===== src/rtl/apb_requester.sv =====
// APB4 requester: converts a valid/ready command stream into APB transfers,
// with a one-entry skid buffer, PSLVERR reporting and an ACCESS-phase timeout.
module apb_requester #(
  parameter int ADDR_WIDTH = 32,
  parameter int DATA_WIDTH = 32,
  parameter int STRB_WIDTH = DATA_WIDTH / 8,
  parameter int TIMEOUT    = 16
) (
  input  logic                  pclk,
  input  logic                  presetn,
  input  logic                  cmd_valid,
  output logic                  cmd_ready,
  input  logic                  cmd_write,
  input  logic [ADDR_WIDTH-1:0] cmd_addr,
  input  logic [DATA_WIDTH-1:0] cmd_wdata,
  input  logic [STRB_WIDTH-1:0] cmd_strb,
  input  logic [2:0]            cmd_prot,
  output logic                  rsp_valid,
  output logic [DATA_WIDTH-1:0] rsp_rdata,
  output logic                  rsp_err,
  output logic                  rsp_timeout,
  output logic                  psel,
  output logic                  penable,
  output logic                  pwrite,
  output logic [ADDR_WIDTH-1:0] paddr,
  output logic [DATA_WIDTH-1:0] pwdata,
  output logic [STRB_WIDTH-1:0] pstrb,
  output logic [2:0]            pprot,
  input  logic [DATA_WIDTH-1:0] prdata,
  input  logic                  pready,
  input  logic                  pslverr
);

  localparam int unsigned CW = (TIMEOUT > 1) ? $clog2(TIMEOUT) : 1;
  localparam logic [CW-1:0] TO_LAST = CW'((TIMEOUT > 0) ? TIMEOUT - 1 : 0);

  typedef enum logic [1:0] {
    S_IDLE,
    S_SETUP,
    S_ACCESS
  } state_e;

  state_e                state_q, state_d;
  logic                  pwrite_q, pwrite_d;
  logic [ADDR_WIDTH-1:0] paddr_q, paddr_d;
  logic [DATA_WIDTH-1:0] pwdata_q, pwdata_d;
  logic [STRB_WIDTH-1:0] pstrb_q, pstrb_d;
  logic [2:0]            pprot_q, pprot_d;

  logic                  buf_full_q, buf_full_d;
  logic                  buf_write_q, buf_write_d;
  logic [ADDR_WIDTH-1:0] buf_addr_q, buf_addr_d;
  logic [DATA_WIDTH-1:0] buf_wdata_q, buf_wdata_d;
  logic [STRB_WIDTH-1:0] buf_strb_q, buf_strb_d;
  logic [2:0]            buf_prot_q, buf_prot_d;

  logic [CW-1:0]         cnt_q, cnt_d;

  logic                  rsp_valid_q, rsp_valid_d;
  logic [DATA_WIDTH-1:0] rsp_rdata_q, rsp_rdata_d;
  logic                  rsp_err_q, rsp_err_d;
  logic                  rsp_timeout_q, rsp_timeout_d;

  logic cmd_hs;
  logic timeout_hit;
  logic load_cmd;
  logic load_buf;
  logic fill_buf;

  assign cmd_ready   = presetn & ~buf_full_q;
  assign cmd_hs      = cmd_valid & cmd_ready;
  assign timeout_hit = (TIMEOUT != 0) && (cnt_q == TO_LAST);

  always_comb begin
    state_d       = state_q;
    pwrite_d      = pwrite_q;
    paddr_d       = paddr_q;
    pwdata_d      = pwdata_q;
    pstrb_d       = pstrb_q;
    pprot_d       = pprot_q;
    buf_full_d    = buf_full_q;
    buf_write_d   = buf_write_q;
    buf_addr_d    = buf_addr_q;
    buf_wdata_d   = buf_wdata_q;
    buf_strb_d    = buf_strb_q;
    buf_prot_d    = buf_prot_q;
    cnt_d         = cnt_q;
    rsp_valid_d   = 1'b0;
    rsp_rdata_d   = rsp_rdata_q;
    rsp_err_d     = rsp_err_q;
    rsp_timeout_d = rsp_timeout_q;
    load_cmd      = 1'b0;
    load_buf      = 1'b0;
    fill_buf      = 1'b0;

    case (state_q)
      S_IDLE: begin
        if (cmd_hs) begin
          load_cmd = 1'b1;
          state_d  = S_SETUP;
        end
      end
      S_SETUP: begin
        state_d  = S_ACCESS;
        cnt_d    = '0;
        fill_buf = cmd_hs;
      end
      S_ACCESS: begin
        if (pready || timeout_hit) begin
          rsp_valid_d   = 1'b1;
          rsp_rdata_d   = (pready && !pwrite_q) ? prdata : '0;
          rsp_err_d     = pready ? pslverr : 1'b1;
          rsp_timeout_d = !pready;
          // A full buffer keeps cmd_ready low, so no handshake can race it here.
          if (buf_full_q) begin
            load_buf = 1'b1;
            state_d  = S_SETUP;
          end else if (cmd_hs) begin
            load_cmd = 1'b1;
            state_d  = S_SETUP;
          end else begin
            state_d = S_IDLE;
          end
        end else begin
          cnt_d    = cnt_q + CW'(1);
          fill_buf = cmd_hs;
        end
      end
      default: state_d = S_IDLE;
    endcase

    if (load_cmd) begin
      pwrite_d = cmd_write;
      paddr_d  = cmd_addr;
      pwdata_d = cmd_write ? cmd_wdata : '0;
      pstrb_d  = cmd_write ? cmd_strb : '0;
      pprot_d  = cmd_prot;
    end

    if (load_buf) begin
      pwrite_d   = buf_write_q;
      paddr_d    = buf_addr_q;
      pwdata_d   = buf_wdata_q;
      pstrb_d    = buf_strb_q;
      pprot_d    = buf_prot_q;
      buf_full_d = 1'b0;
    end

    // Read masking happens on entry to the buffer so the drain path is a plain copy.
    if (fill_buf) begin
      buf_full_d  = 1'b1;
      buf_write_d = cmd_write;
      buf_addr_d  = cmd_addr;
      buf_wdata_d = cmd_write ? cmd_wdata : '0;
      buf_strb_d  = cmd_write ? cmd_strb : '0;
      buf_prot_d  = cmd_prot;
    end
  end

  always_ff @(posedge pclk or negedge presetn) begin
    if (!presetn) begin
      state_q       <= S_IDLE;
      pwrite_q      <= 1'b0;
      paddr_q       <= '0;
      pwdata_q      <= '0;
      pstrb_q       <= '0;
      pprot_q       <= '0;
      buf_full_q    <= 1'b0;
      buf_write_q   <= 1'b0;
      buf_addr_q    <= '0;
      buf_wdata_q   <= '0;
      buf_strb_q    <= '0;
      buf_prot_q    <= '0;
      cnt_q         <= '0;
      rsp_valid_q   <= 1'b0;
      rsp_rdata_q   <= '0;
      rsp_err_q     <= 1'b0;
      rsp_timeout_q <= 1'b0;
    end else begin
      state_q       <= state_d;
      pwrite_q      <= pwrite_d;
      paddr_q       <= paddr_d;
      pwdata_q      <= pwdata_d;
      pstrb_q       <= pstrb_d;
      pprot_q       <= pprot_d;
      buf_full_q    <= buf_full_d;
      buf_write_q   <= buf_write_d;
      buf_addr_q    <= buf_addr_d;
      buf_wdata_q   <= buf_wdata_d;
      buf_strb_q    <= buf_strb_d;
      buf_prot_q    <= buf_prot_d;
      cnt_q         <= cnt_d;
      rsp_valid_q   <= rsp_valid_d;
      rsp_rdata_q   <= rsp_rdata_d;
      rsp_err_q     <= rsp_err_d;
      rsp_timeout_q <= rsp_timeout_d;
    end
  end

  assign psel        = (state_q != S_IDLE);
  assign penable     = (state_q == S_ACCESS);
  assign pwrite      = pwrite_q;
  assign paddr       = paddr_q;
  assign pwdata      = pwdata_q;
  assign pstrb       = pstrb_q;
  assign pprot       = pprot_q;
  assign rsp_valid   = rsp_valid_q;
  assign rsp_rdata   = rsp_rdata_q;
  assign rsp_err     = rsp_err_q;
  assign rsp_timeout = rsp_timeout_q;

endmodule


===== config.mk =====
export PLATFORM = sky130hd
export DESIGN_NAME = apb_requester
export DESIGN_NICKNAME = d
export VERILOG_FILES = /design/src/rtl/apb_requester.sv
export SDC_FILE = /design/constraint.sdc
export NUM_CORES = 1
export LEC_CHECK = 0
export CORE_ASPECT_RATIO = 1.1
export CORE_MARGIN = 2
export CORE_UTILIZATION = 50
export CTS_CLUSTER_DIAMETER = 150
export DETAILED_ROUTE_END_ITERATION = 16
export GPL_TIMING_DRIVEN = 0
export PLACE_DENSITY = 0.82
export SYNTH_ARGS = -nofsm -noshare
export SYNTH_HDL_FRONTEND = slang
export SYNTH_SLANG_ARGS = --single-unit
export TNS_END_PERCENT = 5

===== constraint.sdc =====
create_clock -name pclk -period 5.64 [get_ports pclk]
set_input_delay 1.41 -clock pclk [delete_from_list [all_inputs] [get_ports pclk]]
set_output_delay 1.41 -clock pclk [all_outputs]
set_load 0.005 [all_outputs]

==> summary.md <==
| Metric | Value |
|---|---|
| Reg-to-Reg End | `buf_wdata_q[30]` |
| Final period util | `0.750` |
| Setup Viol. Count Final | `0` |
| Post-CTS setup buffers | `0` |
| Total congestion overflow | `0` |
| Die H | `138 um` |
| Starting DRT DRC Count | `369` |
| EDFF count, synth | `0` |
| CP max stage delay | `0.56 ns` |
| Mapped Nets | `slightly above 800` |
| First-pass GRT wire length | `32.3 mm` |
| Top cells by area, synth | `dfrtp_1 (57%), mux2_2 (11%), nand2_1 (6.5%)` |
| Initial antenna violation count | `0` |
| TritonCTS Sinks | `approximately 190` |
| DRT Pass-1 Iters | `4` |
| FP Rows | `49` |
| DR DRC count | `0` |
| Asr flop ratio synth | `1.00` |
| Antenna-violating nets left | `0` |
| Critical path type | `input pin to primary output` |
| Register area share after synthesis | `0.568` |
| Worst-path clk slew | `0.06 ns` |
| PortBufs | `217` |
| Hold Buf Count CTS | `0` |
| Beginning of the worst hold path | `rsp_rdata[15]` |
| Max Slew Vio Count | `0` |
| Worst slew pin tran | `around 0.73 ns` |
| Die W | `126 um` |
| Vias | `6,195` |
| Synth top area share | `0.568` |
| Final-layout fill cell count | `1,191` |
| Max Cap Viol | `0` |
| Slowest cell on crit path | `clkdlybuf4s50_1` |
| Number of cells on the worst hold path | `2` |
| Final Hold Viols | `0` |
| Hpwl dp | `14.0 mm` |
| Post-synthesis register bit count | `186` |
| Multi-input logic area | `roughly 3300 um^2` |
| Worst clock skew | `0.00911 ns` |
| CP Launch Point | `presetn` |
| Tot GR Track Use | `0.231` |
| Nature of the critical path endpoint | `primary output` |
| Leakage power | `4.98 nW` |
| CTS tree | `done` |
| FF-to-FF setup slack | `3.19 ns` |
| Die area | `~17,000 um^2` |
| Crit path cell chain | `buf_8, nor2b_1, clkdlybuf4s50_1` |
| Ant diodes | `0` |
| CP Data Arrival Time | `2.82 ns` |
| Longest Clk Path Bufs | `2` |
| Slew HR | `0.510` |
| Layout cells sized above 1 | `0.150` |
| Placeable Area | `about 16,000 um^2` |
| Final net count | `1,056` |
| Pwr/cell area | `477 nW/um^2` |
| Clk_lat worst skew | `0.43 ns` |
| Synth warnings | `0` |
| H-tree Lvls | `4` |
| RD Place Congestion | `0.797` |
| Post-Synthesis Cells | `705` |
| Initial Utilization | `0.506` |
| I/O pin count | `roughly 220` |
| Unrepaired setup endpoints after global routing | `no` |
| Drt total wl | `19.7 mm` |
| CTS resizes | `0` |
| End of the worst hold path | `rsp_rdata[15]` |
| Largest net degree at the start of global routing | `97` |
| Final hold slack | `around 0.47 ns` |
| Worst setup SP type | `input pin` |
| Syn-to-layout area delta | `37.2%` |
| Max Clk Rate | `236 MHz` |
| R2r worst-path depth | `6` |
| Root buffer cell | `clkbuf_16` |
| Cell with the most instances after synthesis | `dfrtp_1` |
| WP data required | `about 4.2 ns` |
| Synthesized area per cell | `11.6 um^2` |
| Synth cell count leaders | `dfrtp_1 (186), nand2_1 (142), mux2_2 (78)` |
| Type of the most critical hold path | `flop to flop` |
| Wire per inst | `17.0 um` |
| Yosys top cell by area | `dfrtp_1` |
| CTS buffer count | `17` |
| Minimum clock period | `between 4 and 5 ns` |
| Synth Cell Area | `8200 um^2` |
| Status | `finished, final reports clean` |
| Vias in the first global route | `6,263` |
| Synth unique cells | `37` |
| Seq. cell area | `4650 um^2` |
| Crit path max-delay family | `buffers and inverters` |
| CP Buf/Inv Count | `2` |
| Dominant synthesized flop cell | `dfrtp_1` |
| Max VDD drop | `0.000263 V` |
| Critical Path Fanout Max | `96` |
| RR Startpoint | `cnt_q[0]` |
| Final Non-Filler Cells | `1,159` |
| DR vias/cell | `5.35` |
| Placed insts | `roughly 1,100` |
## power breakdown
part	total, W	switching [W]	leakage (nW)	internal (W)
Sequential	0.00221	0.000303	2.39	0.00191
Clock	0.00120	0.000511	0.288	0.000692
Combinational	0.00196	0.000831	2.30	0.00113
Total	0.00537	0.00164	4.98	0.00372
## area by class of cell
class	instances	area share
Sequential cell	186	0.414
Multi-Input combinational cell	464	0.291
Timing Repair Buffer	218	0.196
Clock buffer	23	0.0425
Tap cell	204	0.0227
Buffer	50	0.0223
Clock inverter	9	0.0100
Inverter	5	0.00167
## worst min-delay path, stage by stage, from the launching register on
cell,delay (ns)
dfrtp_1,0.34
nand2_1,0.05
nand2_1,0.05
## sequential cells by signal, summed over array words and instances, names as in the netlist, 4 cells and up
name         flops
buf_addr_q      32
buf_strb_q       4
buf_wdata_q     32
cnt_q            4
paddr           32
pstrb            4
pwdata          32
rsp_rdata       32
## cell families after synthesis
family | after synthesis | synth area share
simple gates | 204 | 0.108
flops | 186 | 0.568
mux | 146 | 0.200
compound gates | 108 | 0.0826
buf+inv | 55 | 0.0328
fa+ha+maj | 5 | 0.00763
xor+xnor | 1 | 0.00107
## placed cells by master, fill, tap and decap left out, types with 17 or more instances in the layout
cell,instances
o21ai_0,23
clkdlybuf4s50_1,216
clkbuf_1,30
mux2_1,21
o21ai_1,36
nand2_1,142
mux2i_1,36
mux2_2,78
clkbuf_16,17
o31ai_1,18
nand3_1,35
dfrtp_1,186
and2_1,18
o22ai_1,18
## through the flow
stage          utilization  instance area, um^2  setup WS (ns)  TNS [ns]  power, W
5_1_grt              0.695                11200           1.27         0   0.00570
4_1_cts              0.695                11200           1.36         0   0.00541
6_report             0.695                11200           1.41         0   0.00537
3_5_place_dp         0.658                10700           1.37         0   0.00421
3_3_place_gp         0.656                10600          -5.05  -1555.64   0.00413
2_1_floorplan            -                 8200           2.62         0   0.00313
## worst max path at each step
stage | cells past startpoint | slack, ns | endpoint
finish | 3 | 1.41 | cmd_ready
global route | 3 | 1.27 | cmd_ready
CTS | 3 | 1.36 | cmd_ready
detailed placement | 3 | 1.37 | cmd_ready
global placement | 3 | -5.05 | cmd_ready
floorplan | 1 | 2.62 | cmd_ready
## layer usage
layer / global-route usage / vias up / wire length [um]
met2: 0.387 / 206 / 9780
met3: 0.0546 / 22 / 1250
met5: 0 / - / 0
met4: 0.0682 / 0 / 279
li1: - / 2912 / -
met1: 0.301 / 3055 / 8400
(Power assumes the default switching activity.)
